[config.mk]
export PLATFORM = sky130hd
export DESIGN_NAME = fifo_rd_ctrl
export DESIGN_NICKNAME = d
export VERILOG_FILES = /design/src/rtl/fifo_pkg.sv /design/src/rtl/sync_2ff.sv /design/src/rtl/fifo_rd_ctrl.sv
export SDC_FILE = /design/constraint.sdc
export NUM_CORES = 1
export LEC_CHECK = 0
export ABC_AREA = 1
export ABC_CLOCK_PERIOD_IN_PS = 2300
export CELL_PAD_IN_SITES_DETAIL_PLACEMENT = 0
export CELL_PAD_IN_SITES_GLOBAL_PLACEMENT = 2
export CORE_MARGIN = 5
export CORE_UTILIZATION = 28
export DETAILED_ROUTE_END_ITERATION = 8
export HOLD_SLACK_MARGIN = 0.06
export PLACE_DENSITY_LB_ADDON = 0.1
export SLEW_MARGIN = 0
export SYNTH_ARGS = -nofsm -noshare
export SYNTH_HDL_FRONTEND = slang
export SYNTH_SLANG_ARGS = --single-unit
[constraint.sdc]
create_clock -name rclk -period 2.3 [get_ports rclk]
set_input_delay 0.46 -clock rclk [delete_from_list [all_inputs] [get_ports rclk]]
set_output_delay 0.46 -clock rclk [all_outputs]
set_load 0.02 [all_outputs]
[src/rtl/fifo_pkg.sv]
// Shared pointer helpers for the asynchronous FIFO read and write controllers.
// Latency: combinational functions only.
// Backpressure: n/a (no handshake in a package).
package fifo_pkg;

    // Default memory address width; depth is 2**FIFO_ADDR_WIDTH and pointers
    // carry one extra wrap bit.
    localparam int FIFO_ADDR_WIDTH = 4;

    // Helpers operate on a 32-bit container so that any pointer width up to
    // 31 bits can use them. Gray<->binary conversion only propagates
    // from MSB to LSB, so zero-extending a narrower pointer and taking the
    // low bits of the result gives the exact answer for that width.
    localparam int FIFO_FN_WIDTH = 32;

    function automatic logic [FIFO_FN_WIDTH-1:0] bin2gray(input logic [FIFO_FN_WIDTH-1:0] b);
        return b ^ (b >> 1);
    endfunction

    function automatic logic [FIFO_FN_WIDTH-1:0] gray2bin(input logic [FIFO_FN_WIDTH-1:0] g);
        logic [FIFO_FN_WIDTH-1:0] b;
        b[FIFO_FN_WIDTH-1] = g[FIFO_FN_WIDTH-1];
        for (int i = FIFO_FN_WIDTH - 2; i >= 0; i--) begin
            b[i] = b[i+1] ^ g[i];
        end
        return b;
    endfunction

endpackage

[src/rtl/sync_2ff.sv]
// Two-flop synchronizer for a Gray-coded bus crossing into the clk domain.
// Latency: 2 clk edges from d to q.
// Backpressure: none; d must change by at most one bit per source clock.
//
// Ports: clk, rst_n (async active-low, clears both stages to 0),
//        d (asynchronous input bus), q (synchronized output bus).
module sync_2ff #(
    parameter int WIDTH = 5
) (
    input  logic             clk,
    input  logic             rst_n,
    input  logic [WIDTH-1:0] d,
    output logic [WIDTH-1:0] q
);

    logic [WIDTH-1:0] sync_q1;

    // No logic between d and the first stage: the first flop may go
    // metastable and must only feed the second flop.
    always_ff @(posedge clk or negedge rst_n) begin
        if (!rst_n) begin
            sync_q1 <= '0;
            q       <= '0;
        end else begin
            sync_q1 <= d;
            q       <= sync_q1;
        end
    end

endmodule

[src/rtl/fifo_rd_ctrl.sv]
// Read-side pointer/flag controller of the async FIFO (rclk domain only).
// Latency: pop updates raddr/rptr/flags at the same edge; wptr change seen 3 edges later.
// Backpressure: pops while rempty=1 are ignored and latch the sticky runderflow flag.
//
// Ports: rclk, rrst_n (async active-low), rinc (pop request),
//        wptr (Gray write pointer, async), raddr (memory read address),
//        rptr (Gray read pointer to write side), rempty, raempty,
//        rlevel (conservative occupancy 0..depth), runderflow (sticky).
module fifo_rd_ctrl
    import fifo_pkg::*;
#(
    parameter int ADDR_WIDTH    = FIFO_ADDR_WIDTH,
    parameter int AEMPTY_THRESH = 2
) (
    input  logic                  rclk,
    input  logic                  rrst_n,
    input  logic                  rinc,
    input  logic [ADDR_WIDTH:0]   wptr,
    output logic [ADDR_WIDTH-1:0] raddr,
    output logic [ADDR_WIDTH:0]   rptr,
    output logic                  rempty,
    output logic                  raempty,
    output logic [ADDR_WIDTH:0]   rlevel,
    output logic                  runderflow
);

    localparam int              PW       = ADDR_WIDTH + 1;
    localparam logic [PW-1:0]   AE_LIMIT = PW'(AEMPTY_THRESH);

    logic [PW-1:0]              rq2_wptr;
    logic [PW-1:0]              rbin;
    logic [PW-1:0]              rbinnext;
    logic [PW-1:0]              rgraynext;
    logic [PW-1:0]              wbin_s;
    logic [PW-1:0]              levelnext;
    logic [FIFO_FN_WIDTH-1:0]   wbin_full;
    logic                       unused_wbin_hi;
    logic                       rpop;

    sync_2ff #(
        .WIDTH (PW)
    ) u_wptr_sync (
        .clk   (rclk),
        .rst_n (rrst_n),
        .d     (wptr),
        .q     (rq2_wptr)
    );

    assign rpop      = rinc & ~rempty;
    assign rbinnext  = rbin + {{ADDR_WIDTH{1'b0}}, rpop};
    assign rgraynext = rbinnext ^ (rbinnext >> 1);

    // Write count as last seen in this domain; it lags the real write
    // pointer, so the level derived from it can only under-report.
    assign wbin_full      = gray2bin(FIFO_FN_WIDTH'(rq2_wptr));
    assign wbin_s         = wbin_full[PW-1:0];
    assign unused_wbin_hi = ^wbin_full[FIFO_FN_WIDTH-1:PW];

    // Modulo 2**PW difference; the extra pointer bit lets a full FIFO
    // report exactly 2**ADDR_WIDTH rather than aliasing to 0.
    assign levelnext = wbin_s - rbinnext;

    assign raddr = rbin[ADDR_WIDTH-1:0];

    always_ff @(posedge rclk or negedge rrst_n) begin
        if (!rrst_n) begin
            rbin       <= '0;
            rptr       <= '0;
            rempty     <= 1'b1;
            raempty    <= 1'b1;
            rlevel     <= '0;
            runderflow <= 1'b0;
        end else begin
            rbin    <= rbinnext;
            rptr    <= rgraynext;
            // Gray equality is the same test as levelnext == 0, but does not
            // wait on the gray-to-binary chain.
            rempty  <= (rgraynext == rq2_wptr);
            raempty <= (levelnext <= AE_LIMIT);
            rlevel  <= levelnext;
            if (rinc && rempty) begin
                runderflow <= 1'b1;
            end
        end
    end

endmodule

==> impl_metrics.yaml, run 1 <==
status:
  status: "finished clean"
setup_path:
  worst_setup_path_start_kind: "register"
  r2r_setup_slack_ns: 0.04
  crit_arrival_ns: 2.47
  r2r_start: "u_wptr_sync.q[3]"
  critPathMaxFanout: 4
  worst_ep_required_time_ns: 2.51
  worstSetupEndpointType: "register"
  reg2reg_depth: 13
  r2r-end: "raempty"
  worstSetupPathType: "reg -> reg"
global_route:
  global_route.usage.total_pct: 10.2
  grt_max_degree: 28
  grt_pass1_wl_um: 5020
  antenna_found_initial: 0
  grt_pass1_vias: 1134
  grt-ovfl-total: 0
sta:
  rsz0062_at_grt: "yes"
  slew_viol_final: 0
  holdWs_ns: 0.357
  max-slew-margin-rel_pct: 74.5
  finalHoldViolCount: 0
  fmax_ghz: 0.443
  finalCriticalPeriod_ns: 2.26
  worst_pin_slew_ns: 0.382
  fin_crit_sh_pct: 98.1
  skew_ns: 0.00314
  finalSetupTns_ns: 0
  setup_viol: 0
clocking:
  clk_path_buf_depth: 2
  insertion_delay_ns: 0.27
  cts_max_level: 1
  cts_tree: "done"
  hold_buffers: 0
  cts_root_buffer: "clkbuf_8"
  cts.sinks: 27
  cts_buffers: 3
  cts.reportedPaths.clkPinSlew_ns: 0.09
hold_path:
  hold_path_class: "reg -> reg"
  hold-path-cell-count: 0
  holdCritStartpoint: "u_wptr_sync.sync_q1[0]"
  hold_end: "u_wptr_sync.q[0]"
detailed_routing:
  routedWlPerCell_um: 11.8
  remaining_drc_errors: 0
  vias_per_cell: 4.23
  drt_wl_total_um: 3000
  route.vias.total: 1078
  drt_iter0_markers: 40
  first_pass_iters: 4
  route.antenna.remaining_nets: 0
yosys:
  synth_nets: 158
  ys_warn_count: 0
  postSynthCellCount: 143
  syn_avg_cell_area_um2: 9.26
  syn_area_um2: 1320
  ys_ff_latch: 27
  yosysSeqAreaShare_pct: 51.2
  ys_types: 21
  yosys.area.top_type: "dfrtp_1"
  synth_top_area_share_pct: 47.3
  synth.area.top_cells: "dfrtp_1 (47%), nand2_1 (9.9%), nand2_2 (8.0%)"
job:
  cap_violations: 0
layout:
  drive_above_1_share_pct: 40.8
  utilization_pct: 43.2
  synthToLayoutAreaGrowth_pct: 52.3
  regArea_um2: 679
  fin_cells: 255
  multi_input_area_um2: 679
  nets: 217
  diodes: 0
  fillCellCount: 467
power_and_ir_drop:
  seqPwrFrac_pct: 28.5
  p_int_mw: 1.53
  powerDensity_nw_per_um2: 1310
  peakVddDrop_v: 0.000560
  switchingPower_mw: 1.12
  p_sw_share_pct: 42.1
  p_comb_share_pct: 61.5
  p_clk_share_pct: 10.1
  p_leak_nw: 0.991
floorplan:
  die_area_um2: 6200
  die_w_um: 78.8
  row_count: 25
  ios: 25
  coreArea_um2: 4660
  initial_core_util_pct: 28.4
  die_h_um: 78.8
placed_design:
  dp_hpwl_um: 2160
  routabilityCongestion: 0.746
  placed_cells: 235
  io_buffers: 24
==> how the worst max path moves through the flow <==
stage,endpoint,from,depth (start not counted)
after floorplan,raempty,u_wptr_sync.q[3],16
after global placement,raempty,rinc,15
after detailed placement,raempty,rinc,15
after CTS,raempty,u_wptr_sync.q[4],14
after global routing,raempty,u_wptr_sync.q[3],13
final,raempty,u_wptr_sync.q[3],13
==> routing by layer <==
layer | part of all wire (%) | global-route usage (%)
met5 | 0 | 0
met4 | 2.3 | 3.15
met3 | 2.8 | 2.15
met2 | 50 | 17.7
met1 | 45 | 12.8
==> cells by family after synthesis <==
group	share of synthesized area [%]
AO/OA/AOI/OAI	1.99
XOR/XNOR	3.21
adder cells (fa/ha/maj)	7.18
buffers and inverters	5.95
flip-flops	51.2
AND/OR/NAND/NOR	30.4
==> cell usage in the layout (no fill, tap or decap) <==
cell type         n
xor2_1            3
nand3_4           2
dfstp_2           2
nor2_4            1
clkbuf_8          3
dfrtp_2           1
fa_2              1
nand3_1          10
o21ai_2           1
nand2_1          31
nand2_4           4
dfrtp_1          24
a21o_1            1
clkbuf_1          1
buf_4            31
clkdlybuf4s50_1  24
xor2_4            1
a21oi_2           1
a21oi_1           1
inv_1            14
nand2_2          18
ha_4              2
nand3_2           4
nand3b_1          1
nor2_1            4
nor2_2            4
nand4_1           2
ha_2              1
ha_1              3
inv_2             5
==> final cells by class <==
cell class	count	share of cell area, %
Clock buffer	4	2.23
Inverter	19	3.54
Multi-Input combinational cell	96	33.7
Sequential cell	27	33.7
Tap cell	54	3.35
Timing Repair Buffer	55	23.5
==> power groups by stage <==
stage	Clock [mW]	Sequential (mW)	Combinational, mW
after floorplan	0	0.897	0.731
after global placement	0	0.748	1.55
after detailed placement	0	0.755	1.54
after CTS	0.286	0.757	1.61
after global routing	0.312	0.779	1.79
final	0.266	0.754	1.63
==> through the flow <==
step           power (mW)  area (µm²)  setup slack, ns
4_1_cts              2.65        1920          0.00185
3_3_place_gp         2.29        1740           -0.362
6_report             2.65        2020           0.0429
5_1_grt              2.88        2020          -0.0723
2_1_floorplan        1.63        1320            0.169
3_5_place_dp         2.30        1740           -0.404
==> flip-flops by register name, summed over array words and instances (netlist names) <==
name / cells
rbin: 5
u_wptr_sync.sync_q1: 5
rempty: 1
runderflow: 1
raempty: 1
rptr: 4
u_wptr_sync.q: 5
rlevel: 5
==> what timing repair did <==
item / in CTS / in global routing
setup endpoints to repair: 2 / 3
resized for setup: 9 / 18
setup buffers: 13 / 3
pin swaps: 6 / 9
==> cells in the mapped netlist <==
cell,number
nand2_1,35
dfrtp_1,25
inv_1,17
nand2_2,17
nand3_1,14
ha_1,6
nor2_1,5
nor2_2,4
xor2_1,3
a21oi_1,2
dfstp_2,2
inv_2,2
nand3_2,2
nand4_1,2
a21o_1,1
buf_4,1
fa_1,1
nand2_4,1
nand3b_1,1
o21ai_2,1
xor2_2,1
==> worst max-delay path, cell delays in order (launching register included) <==
cell,delay (ns)
dfrtp_2,0.45
nand2_1,0.12
nand3_4,0.10
nand2_4,0.11
xor2_4,0.17
xor2_1,0.17
ha_2,0.19
inv_2,0.04
fa_2,0.53
inv_1,0.04
nor2_1,0.08
nor2_1,0.05
nand3_1,0.08
nor2_2,0.04
(Power assumes the default switching activity.)
==> run 2: changes to the inputs <==
--- a/config.mk
+++ b/config.mk
@@ -9,2 +9,3 @@
 export ABC_CLOCK_PERIOD_IN_PS = 2300
+export CAP_MARGIN = 40
 export CELL_PAD_IN_SITES_DETAIL_PLACEMENT = 0
==> constraint.sdc (replaced) <==
create_clock -name rclk -period 2.3 [get_ports rclk]
set_input_delay 0.575 -clock rclk [delete_from_list [all_inputs] [get_ports rclk]]
set_output_delay 0.575 -clock rclk [all_outputs]
set_load 0.02 [all_outputs]
==> run 2 against run 1 <==
Effect of this change: die area did not move; largest cell class unchanged; highest routed layer unchanged; final cell count decreased by 3.9%; register-to-register slack better by 0.04 ns; sequential share of layout area up 1.6 points; worst hold slack worse by 0.0020 ns; critical endpoint unchanged; fmax up 1.8%; flip-flop and latch count did not move.
==> impl_metrics.yaml, run 2 (synthesis results as in run 1) <==
sta:
  setup_ws_ns: 0.0834
  finalCriticalPeriod_ns: 2.22
  worst_pin_slew_ns: 0.360
  skew_ns: 0.00303
  fmax_ghz: 0.451
  max-slew-margin-rel_pct: 76.0
  slew_viol_final: 0
  rsz0062_at_grt: "yes"
  fin_crit_sh_pct: 96.4
  finalHoldViolCount: 0
  setup_viol: 0
placed_design:
  preCtsSetupSlack_ns: -0.491
  placed_cells: 238
  dp_hpwl_um: 2130
  io_buffers: 24
  routabilityCongestion: 0.752
layout:
  layout.cells.most_common: "nand2_1"
  synthToLayoutAreaGrowth_pct: 44.9
  fillCellCount: 475
  nets: 207
  final_cell_mix: "nand2_1 (32), dfrtp_1 (25), clkdlybuf4s50_1 (23), buf_4 (21), nand2_2 (19)"
  diodes: 0
  multi_input_area_um2: 659
  drive_above_1_share_pct: 35.6
  fin_cells: 245
  regArea_um2: 678
detailed_routing:
  routed.top_layer: "met4"
  drt-met1-wl_um: 1270
  remaining_drc_errors: 0
  routedWlPerCell_um: 11.1
  route.antenna.remaining_nets: 0
  vias_per_cell: 4.20
  first_pass_iters: 4
  route.vias.total: 1028
  drt_wl_total_um: 2730
  dr_wl_met2_um: 1340
  wl_met3_um: 98
  drt_iter0_markers: 68
clocking:
  cts.reportedPaths.clkPinSlew_ns: 0.09
  insertion_delay_ns: 0.27
  cts_root_buffer: "clkbuf_8"
  cts_tree: "done"
  cts_max_level: 1
  hold_buffers: 0
  clk_path_buf_depth: 2
  cts_buffers: 3
  cts.sinks: 27
floorplan:
  coreArea_um2: 4660
  initial_core_util_pct: 28.4
  die_h_um: 78.8
  die_area_um2: 6200
  die_w_um: 78.8
  row_count: 25
  ios: 25
power_and_ir_drop:
  powerDensity_nw_per_um2: 1390
  peakVddDrop_v: 0.000606
  p_leak_nw: 0.932
setup_path:
  worstSetupEndpointType: "register"
  worstSetupPathType: "reg -> reg"
  critPathMaxFanout: 4
  worst_ep_required_time_ns: 2.51
  worst_setup_path_start_kind: "register"
  crit_arrival_ns: 2.43
  startpoint: "u_wptr_sync.q[3]"
  r2r_start: "u_wptr_sync.q[3]"
global_route:
  grt_pass1_vias: 1119
  antenna_found_initial: 0
  grt_max_degree: 28
  grt_pass1_wl_um: 4970
  global_route.usage.total_pct: 9.87
  grt-ovfl-total: 0
hold_path:
  holdCritStartpoint: "u_wptr_sync.sync_q1[0]"
  hold_path_class: "reg -> reg"
job:
  cap_violations: 0
status:
  status: "finished clean"
run 2: cell count changes in the layout (fill, tap and decap cells not counted), moves of 2 or more:
| cell | change |
|---|---|
| buf_4 | -10 |
| ha_4 | +2 |
| nand3_4 | -2 |
| nand2_4 | -2 |
| nand3_1 | +3 |
run 2: power by group:
group          switching (mW)  internal (mW)  total (mW)
combinational           0.849          0.804        1.65
sequential              0.116          0.635       0.751
clock                   0.145          0.124       0.268
total                    1.11           1.56        2.67
run 2: layout make-up:
| cell class | count | area share (%) |
|---|---|---|
| Timing Repair Buffer | 45 | 20.7 |
| Multi-Input combinational cell | 96 | 34.4 |
| Sequential cell | 27 | 35.4 |
| Clock buffer | 4 | 2.35 |
| Inverter | 19 | 3.72 |
| Tap cell | 54 | 3.52 |
run 2: metal layers:
metal / global-route usage (%) / up-vias
li1: - / 538
met1: 13.1 / 474
met2: 16.5 / 14
met3: 2.27 / 2
met4: 2.10 / 0
met5: 0 / -
run 2: timing repair:
action / 4_1_cts / 5_1_grt
setup buffers: 0 / 3
pin swaps: 4 / 6
setup endpoints to repair: 4 / 2
gates resized for setup: 14 / 6
run 2: worst max-delay path, stage by stage (launching register included):
cell and delay (ns):
dfrtp_1 0.44, inv_2 0.08, nand2_2 0.06, nand3_2 0.10, nand2_4 0.08, xor2_4 0.19
xor2_1 0.17, ha_1 0.20, inv_2 0.06, fa_2 0.44, inv_1 0.06, nor2_1 0.04
nor2_1 0.08, nand3_1 0.08, nor2_2 0.08
run 2: worst paths after layout:
path                                               end  slack [ns]  cells past startpoint
max in group asynchronous                      raempty        1.32                      2
worst min register to register        u_wptr_sync.q[0]        0.36                      0
worst max-delay path                           raempty        0.08                     14
worst min-delay path                  u_wptr_sync.q[0]        0.36                      0
min in group asynchronous       u_wptr_sync.sync_q1[1]        0.68                      2
worst max register to register                 raempty        0.08                     14
run 2: through the flow:
step	util, %	hold slack, ns	setup TNS [ns]	power, mW	instance area, µm²
floorplan	-	0.279	0	1.63	1320
global placement	37.7	0.333	-2.12	2.34	1760
detailed placement	37.7	0.335	-2.18	2.34	1760
CTS	40.1	0.358	0	2.72	1870
global route	41.2	0.375	-0.123	2.93	1920
finish	41.2	0.355	0	2.67	1920
==> run 3: changes to the inputs <==
- CORE_ASPECT_RATIO: default -> 0.6
==> run 3 against run 2 <==
Effect of this change: clock power barely moved; power is 4.4% higher; via count increased by 0.97%; global-route usage is 0.20 points higher; final cell count rose by 5.7%; largest power group unchanged; wire length grew 7.6%; fmax shrank 1.9%; first-iteration DRC count decreased by 65%; critical path type unchanged; highest routed layer unchanged; clock-buffer cell count unchanged; design area rose by 5.0%.
==> impl_metrics.yaml, run 3 (synthesis results as in run 1) <==
floorplan:
  die_h_um: 63.3
  die_w_um: 98.8
  ios: 25
  coreArea_um2: 4560
  row_count: 19
  die_area_um2: 6250
  initial_core_util_pct: 29.0
power_and_ir_drop:
  powerDensity_nw_per_um2: 1390
  p_leak_nw: 0.959
  peakVddDrop_v: 0.000520
setup_path:
  worstSetupEndpointType: "register"
  worst_ep_required_time_ns: 2.52
  cp_slowest_stage_delay_ns: 0.54
  crit_path_top_delay_cell: "fa_2"
  path_common_cell: "inv_2"
  reg2reg_depth: 14
  r2r_start: "u_wptr_sync.q[3]"
  critPathMaxFanout: 4
  worstSetupPathType: "reg -> reg"
  worst_setup_path_start_kind: "register"
  r2r_setup_slack_ns: 0.04
  crit_arrival_ns: 2.48
  r2r-end: "raempty"
  cp_cell_sequence: "inv_2 -> nand2_2 -> nand3_4 -> nand2_4 -> xor2_2 -> xor2_1 -> ha_2 -> inv_2 -> fa_2 -> inv_2 -> nor2_2 -> nor2_1 -> nand3_1 -> nor2_2"
sta:
  max-slew-margin-rel_pct: 76.2
  fmax_ghz: 0.443
  rsz0062_at_grt: "yes"
  holdWs_ns: 0.355
  setup_viol: 0
  finalCriticalPeriod_ns: 2.26
  finalSetupTns_ns: 0
  skew_ns: 0.00437
  worst_pin_slew_ns: 0.357
  slew_viol_final: 0
  fin_crit_sh_pct: 98.2
  finalHoldViolCount: 0
detailed_routing:
  first_pass_iters: 4
  remaining_drc_errors: 0
  route.vias.total: 1038
  route.antenna.remaining_nets: 0
  vias_per_cell: 4.01
  drt_wl_total_um: 2930
  routedWlPerCell_um: 11.3
  drt_iter0_markers: 24
clocking:
  insertion_delay_ns: 0.27
  cts_max_level: 1
  hold_buffers: 0
  cts_tree: "done"
  cts.sinks: 27
  cts_buffers: 3
  clk_path_buf_depth: 2
  cts_root_buffer: "clkbuf_8"
  cts.reportedPaths.clkPinSlew_ns: 0.09
placed_design:
  dp_hpwl_um: 2140
  routabilityCongestion: 0.715
  io_buffers: 24
hold_path:
  holdCritStartpoint: "u_wptr_sync.sync_q1[4]"
  hold_end: "u_wptr_sync.q[4]"
  hold_path_class: "reg -> reg"
  hold-path-cell-count: 0
global_route:
  grt_max_degree: 28
  global_route.usage.total_pct: 10.1
  grt_pass1_wl_um: 5030
  grt-ovfl-total: 0
  antenna_found_initial: 0
  grt_pass1_vias: 1063
layout:
  layout.cells.most_common: "nand2_1"
  utilization_pct: 44.1
  regArea_um2: 679
  nets: 212
  fillCellCount: 452
  synthToLayoutAreaGrowth_pct: 52.1
  final_cell_mix: "nand2_1 (29), buf_4 (26), dfrtp_1 (24), clkdlybuf4s50_1 (23), nand2_2 (18)"
  diodes: 0
  drive_above_1_share_pct: 41.3
  multi_input_area_um2: 704
status:
  status: "finished clean"
job:
  cap_violations: 0
[run 3: routing by layer]
metal  vias to the layer above  wire length (µm)  GRT usage, %
li1                        549                 -             -
met1                       467              1490          14.5
met2                        18              1270          14.7
met3                         4               142          3.31
met4                         0                23          2.04
met5                         -                 0             0
[run 3: critical path: cells and delay by family (launching register included)]
family	cells	cell delay, ns
xor gates and xnor gates	2	0.35
buffers and inverters	3	0.16
and+or+nand+nor	7	0.52
adders and majority gates	2	0.73
DFF	1	0.45
[run 3: layout make-up]
type                       instances  area share, %
inverter                          19           3.54
clock buffer                       4           2.24
tap                               63           3.92
sequential                        27           33.7
timing repair buffer              50           21.6
multi-input combinational         96           35.0
[run 3: how the worst max path moves through the flow]
| stage | depth (start not counted) | endpoint | startpoint |
|---|---|---|---|
| final | 14 | raempty | u_wptr_sync.q[3] |
| after global routing | 14 | raempty | u_wptr_sync.q[4] |
| after CTS | 16 | raempty | u_wptr_sync.q[4] |
| after detailed placement | 14 | raempty | rinc |
| after global placement | 14 | raempty | rinc |
| after floorplan | 13 | raempty | rinc |
[run 3: timing repair]
item / 4_1_cts / 5_1_grt
pin swaps: 6 / 10
buffers inserted: 3 / 5
gates resized for setup: 18 / 15
endpoints found under the setup margin: 3 / 2
[run 3: stage by stage]
step	setup WS [ns]	power, mW	cells	cell area (µm²)
floorplan	0.165	1.63	143	1320
global placement	-0.472	2.35	247	1770
detailed placement	-0.483	2.35	247	1770
CTS	0.00186	2.78	254	1930
global route	-0.109	3.06	259	2010
finish	0.0408	2.79	259	2010
[run 3: power by group]
part           internal (mW)  switching, mW  leakage, nW
sequential             0.635          0.116        0.317
combinational          0.859          0.908        0.620
clock                  0.124          0.147       0.0228
